==> src/rtl/wrr_pkt_arb.sv <==
// wrr_pkt_arb: packet-aware weighted round-robin arbiter.
// Shares one downstream req/gnt port with payload among NumIn requesters.
// The owner only changes at packet boundaries (last_i). Each requester may
// send up to its programmed weight of packets per turn before the turn
// rotates to the next requester.
//
// Ports:
//   clk_i, rst_ni   clock (rising edge), async active-low reset
//   flush_i         synchronous clear of all state
//   weight_i        packets per turn, field i at [i*WeightWidth +: WeightWidth], 0 acts as 1
//   req_i, last_i   per-requester valid and end-of-packet flag
//   data_i          per-requester payload
//   gnt_o           per-requester ready
//   req_o, gnt_i    downstream valid / ready
//   data_o, idx_o   selected payload and requester index
//   busy_o          registered: a requester currently owns the port
//
// state | meaning
// IDLE  | no owner; pick the first requester from ptr_q with wrap-around
// OWN   | owner_q holds the port; between_q marks a packet boundary
//       | with credit left, where a silent owner releases in-cycle
module wrr_pkt_arb #(
   parameter int unsigned NumIn       = 4,
   parameter int unsigned DataWidth   = 32,
   parameter type         DataType    = logic [DataWidth-1:0],
   parameter int unsigned WeightWidth = 4,
   parameter int unsigned IdxWidth    = $clog2(NumIn)
) (
   input  logic                         clk_i,
   input  logic                         rst_ni,
   input  logic                         flush_i,
   input  logic [NumIn*WeightWidth-1:0] weight_i,
   input  logic [NumIn-1:0]             req_i,
   input  logic [NumIn-1:0]             last_i,
   input  DataType                      data_i [NumIn],
   output logic [NumIn-1:0]             gnt_o,
   output logic                         req_o,
   input  logic                         gnt_i,
   output DataType                      data_o,
   output logic [IdxWidth-1:0]          idx_o,
   output logic                         busy_o
);

   typedef enum logic {IDLE = 1'b0, OWN = 1'b1} state_e;

   state_e                 state_q;
   logic [IdxWidth-1:0]    owner_q;
   logic [IdxWidth-1:0]    ptr_q;
   logic [WeightWidth-1:0] credit_q;
   logic                   between_q;
   logic                   busy_q;

   logic [WeightWidth-1:0] weight_arr [NumIn];
   logic                   arb_mode;
   logic                   any_req;
   logic                   found;
   logic [IdxWidth-1:0]    start;
   logic [IdxWidth-1:0]    sel;
   logic [IdxWidth-1:0]    cur;
   logic [WeightWidth-1:0] ld_credit;
   logic                   acc;
   logic                   lst;

   function automatic logic [IdxWidth-1:0] nxt_idx(input logic [IdxWidth-1:0] i);
      return (i == IdxWidth'(NumIn - 1)) ? '0 : i + IdxWidth'(1);
   endfunction

   for (genvar g = 0; g < int'(NumIn); g++) begin : g_weight
      assign weight_arr[g] = weight_i[g*WeightWidth +: WeightWidth];
   end

   // Arbitration runs in IDLE and when a between-packets owner goes quiet;
   // in the latter case the search starts just after the releasing owner.
   always_comb begin
      arb_mode = (state_q == IDLE) || (between_q && !req_i[owner_q]);
      any_req  = |req_i;
      start    = (state_q == IDLE) ? ptr_q : nxt_idx(owner_q);
      sel      = start;
      found    = 1'b0;
      for (int k = 0; k < int'(NumIn); k++) begin
         int c;
         c = int'(start) + k;
         if (c >= int'(NumIn)) c = c - int'(NumIn);
         if (!found && req_i[c]) begin
            sel   = IdxWidth'(c);
            found = 1'b1;
         end
      end
      ld_credit = (weight_arr[sel] == '0) ? '0 : weight_arr[sel] - WeightWidth'(1);
      cur       = arb_mode ? sel : owner_q;

      req_o  = arb_mode ? any_req : req_i[owner_q];
      gnt_o  = '0;
      idx_o  = '0;
      data_o = '0;
      if (!arb_mode || any_req) begin
         idx_o      = cur;
         data_o     = data_i[cur];
         gnt_o[cur] = gnt_i;
      end
      acc = req_o && gnt_i;
      lst = last_i[cur];
   end

   always_ff @(posedge clk_i or negedge rst_ni) begin
      if (!rst_ni) begin
         state_q   <= IDLE;
         owner_q   <= '0;
         ptr_q     <= '0;
         credit_q  <= '0;
         between_q <= 1'b0;
         busy_q    <= 1'b0;
      end else if (flush_i) begin
         state_q   <= IDLE;
         owner_q   <= '0;
         ptr_q     <= '0;
         credit_q  <= '0;
         between_q <= 1'b0;
         busy_q    <= 1'b0;
      end else if (arb_mode) begin
         if (any_req) begin
            owner_q  <= sel;
            credit_q <= ld_credit;
            if (acc && lst && (ld_credit == '0)) begin
               state_q   <= IDLE;
               busy_q    <= 1'b0;
               between_q <= 1'b0;
               ptr_q     <= nxt_idx(sel);
            end else begin
               // An unaccepted beat lands here with between_q=0, locking idx_o.
               state_q   <= OWN;
               busy_q    <= 1'b1;
               between_q <= acc && lst;
               if (state_q == OWN) ptr_q <= nxt_idx(owner_q);
            end
         end else if (state_q == OWN) begin
            state_q   <= IDLE;
            busy_q    <= 1'b0;
            between_q <= 1'b0;
            ptr_q     <= nxt_idx(owner_q);
         end
      end else if (acc) begin
         if (lst) begin
            if (credit_q == '0) begin
               state_q   <= IDLE;
               busy_q    <= 1'b0;
               between_q <= 1'b0;
               ptr_q     <= nxt_idx(owner_q);
            end else begin
               credit_q  <= credit_q - WeightWidth'(1);
               between_q <= 1'b1;
            end
         end else begin
            between_q <= 1'b0;
         end
      end
   end

   assign busy_o = busy_q;

endmodule

==> config.mk <==
export PLATFORM = sky130hd
export DESIGN_NAME = wrr_pkt_arb
export DESIGN_NICKNAME = d
export VERILOG_FILES = /design/src/rtl/wrr_pkt_arb.sv
export SDC_FILE = /design/constraint.sdc
export NUM_CORES = 1
export LEC_CHECK = 0
export BUFFER_PORTS_ARGS = -buffer_cell sky130_fd_sc_hd__buf_2
export CELL_PAD_IN_SITES_DETAIL_PLACEMENT = 1
export CELL_PAD_IN_SITES_GLOBAL_PLACEMENT = 2
export CORE_MARGIN = 5
export CORE_UTILIZATION = 22
export CTS_CLUSTER_SIZE = 40
export DETAILED_ROUTE_END_ITERATION = 12
export HOLD_SLACK_MARGIN = 0.12
export PLACE_DENSITY_LB_ADDON = 0.1
export REMOVE_ABC_BUFFERS = 1
export SYNTH_ARGS = -nofsm -noshare
export SYNTH_HDL_FRONTEND = slang
export SYNTH_SLANG_ARGS = --single-unit
==> constraint.sdc <==
create_clock -name clk_i -period 14 [get_ports clk_i]
set_input_delay 3.5 -clock clk_i [delete_from_list [all_inputs] [get_ports clk_i]]
set_output_delay 3.5 -clock clk_i [all_outputs]
set_load 0.005 [all_outputs]
==> metrics <==
worst setup path class=input port to output port; clock skew=0.00108 ns; CP max stage cell=mux4_2; Required @ worst endpoint=10.50 ns; die width=113 um; DRC Markers=0; final setup violation count=0; Crit Path Max Fanout=37; register area=275 um2; Final #Nets=572; outcome=completed; vias per cell=4.84; initial antenna violation count=1; Seq cells post-synth=11; Main synth FF type=dfrtp_1; syn avg cell area=10.5 um2; Cell Rows=37; Filler cells=1267; period utilization=0.693; pin slew with the least headroom to its limit=0.663 ns; post-route minimum period=9.70 ns; Root Driver=clkbuf_8; global-route wire length before repair=17100 um; Post-CTS Setup Bufs=0; PortBufs=195; asr flop ratio synth=1.00; Synth cell types=61; Starting DRT DRC Count=59; P&R area growth vs syn=48.6%; initial core utilization=0.227; Post-Synthesis Cell Area=2350 um2; grt total ovfl=0; CP Buf/Inv Count=3; Ports=196; remaining antenna violation count after routing=0; wire length per cell=20.3 um; Final Hold Fails=0; Total GRT Usage=0.168; crit start category=input port; pin count of the biggest net entering global routing=38; vias in the first global route=2852; Routed WL=11100 um; share of cells above drive strength 1=0.621; clk_lat worst skew=0.24 ns; sequential fraction of the synthesis area=0.117; Cells after Synth=224; # resized after CTS=0; dpl hpwl=9490 um; Die H=113 um; H-tree depth=1; crit-path leading delay family=multiplexers; VDD IR max=63.7 uV; clk sinks=11; crit-path cells=buf_2 > mux2i_1 > a31o_2 > a31o_2 > mux2i_4 > buf_4 > mux4_2 > nor2b_1 > buf_2; CTS Hold Buffers Added=0; Placer Congestion=0.842; total number of vias=2657; Bufs on Longest Clock Path=2; Worst EP arrival=6.20 ns; Worst R2R Setup Slack=10.30 ns; RSZ-0062 raised after global routing=no; CORE AREA=10400 um2; Leakage=1.69 nW; Power Density=218 nW/um2; nature of the critical path endpoint=output port; full die area=12900 um2; CP max stage delay=0.59 ns; CTS tree=done; DRT Pass-1 Iters=4; max_cap viols=0; Fin Setup TNS=0 ns; cts bufs inserted=3; multi-input logic area=1940 um2; Post-synth EDFFs=0; YS warnings=0; Max transition margin=0.558; Hold Crit Class=flip-flop to flip-flop; Tot Pwr=0.000763 W; clk slew on worst S/H paths=0.05 ns; Max Clock Freq=103 MHz; fin. max-slew vios=0
synth_stat cells (all sizes together), types with 2 or more instances:
master | n | area, um2
clkbuf | 6 | 22.5
nand2 | 10 | 37.5
and2b | 20 | 150
mux2i | 15 | 170
o21ai | 9 | 45.0
nor4b | 2 | 17.5
o311ai | 2 | 17.5
nor4 | 3 | 25.0
xnor2 | 2 | 17.5
a31o | 3 | 26.3
o22ai | 3 | 18.8
o211ai | 2 | 15.0
nor2b | 13 | 81.3
a31oi | 3 | 33.8
inv | 11 | 41.3
a22o | 2 | 17.5
o31ai | 2 | 20.0
nor3b | 2 | 15.0
dfrtp | 11 | 275
nor2 | 15 | 56.3
a21oi | 8 | 40.0
nand2b | 2 | 27.5
ha | 3 | 37.5
nor3 | 7 | 40.0
mux4 | 34 | 773
buf | 11 | 96.3
metal layers:
metal  share of wire  up-vias  global-route usage
met5               0        -                   0
met4           0.020        0              0.0409
met3           0.057       16              0.0260
met2            0.51       99               0.299
met1            0.41     1278               0.213
li1                -     1264                   -
worst register-to-register path, stage by stage, from the launching register on:
cell	delay (ns)
dfrtp_1	0.60
ha_1	0.36
mux2_4	0.30
a32o_1	0.23
o32ai_2	0.19
buf_4	0.29
mux4_1	0.73
nor3_2	0.48
o2bb2ai_1	0.16
a221oi_2	0.27
worst paths after layout:
path | start | to | cells after the start
max in group asynchronous | rst_ni | credit_q[0] | 1
worst max-delay path | req_i[3] | data_o[19] | 9
worst min register to register | busy_o | busy_o | 1
worst min-delay path | busy_o | busy_o | 1
worst max register to register | owner_q[0] | ptr_q[0] | 9
min in group asynchronous | rst_ni | ptr_q[1] | 1
stage by stage:
stage	instance area, um2	util	instances	hold WS, ns	setup WS [ns]
2_1_floorplan	2230	-	207	0.489	3.55
3_3_place_gp	3450	0.332	544	0.488	4.31
3_5_place_dp	3450	0.332	544	0.489	4.26
4_1_cts	3490	0.337	548	0.504	4.26
5_1_grt	3490	0.337	549	0.520	4.08
6_report	3490	0.337	549	0.494	4.30
sequential cells by signal, indices dropped and copies added, names as in the netlist:
signal and cells:
credit_q 4, busy_o 1, between_q 1, owner_q 2
ptr_q 2, state_q 1
cell type report:
cell class	count	area share
multi-input cells	185	0.555
repair buffers	201	0.292
flip-flops and latches	11	0.0788
well taps	136	0.0487
clock buffers	4	0.0129
inverters	11	0.0118
diodes	1	0.000716
power by group:
group / switching [W] / internal (W) / total (W) / leakage, nW
combinational: 0.000314 / 0.000348 / 0.000662 / 1.52
sequential: 0.0000223 / 0.0000455 / 0.0000678 / 0.143
clock: 0.0000126 / 0.0000200 / 0.0000326 / 0.0228
cell families (layout without fill, tap and decap cells):
logic type | count (synthesis) | after routing | synth area share
buffers and inverters | 28 | 216 | 0.0681
xor gates and xnor gates | 3 | 3 | 0.0112
and+or+nand+nor | 82 | 82 | 0.216
adders and majority gates | 3 | 3 | 0.0160
AOI/OAI and AO/OA | 47 | 47 | 0.164
DFF | 11 | 11 | 0.117
muxes | 50 | 50 | 0.407
other | 0 | 1 | 0
placed cells by master (no fill, tap or decap), types with 7 or more instances in the layout:
cell type  instances
and2b_1           20
nand2_1           10
mux4_2            32
inv_1             11
nor2_1            14
o21ai_0            8
dfrtp_1           11
nor2b_1           13
mux2i_1           12
a21oi_1            7
buf_2            195
Power figures use the tool's default switching activity.
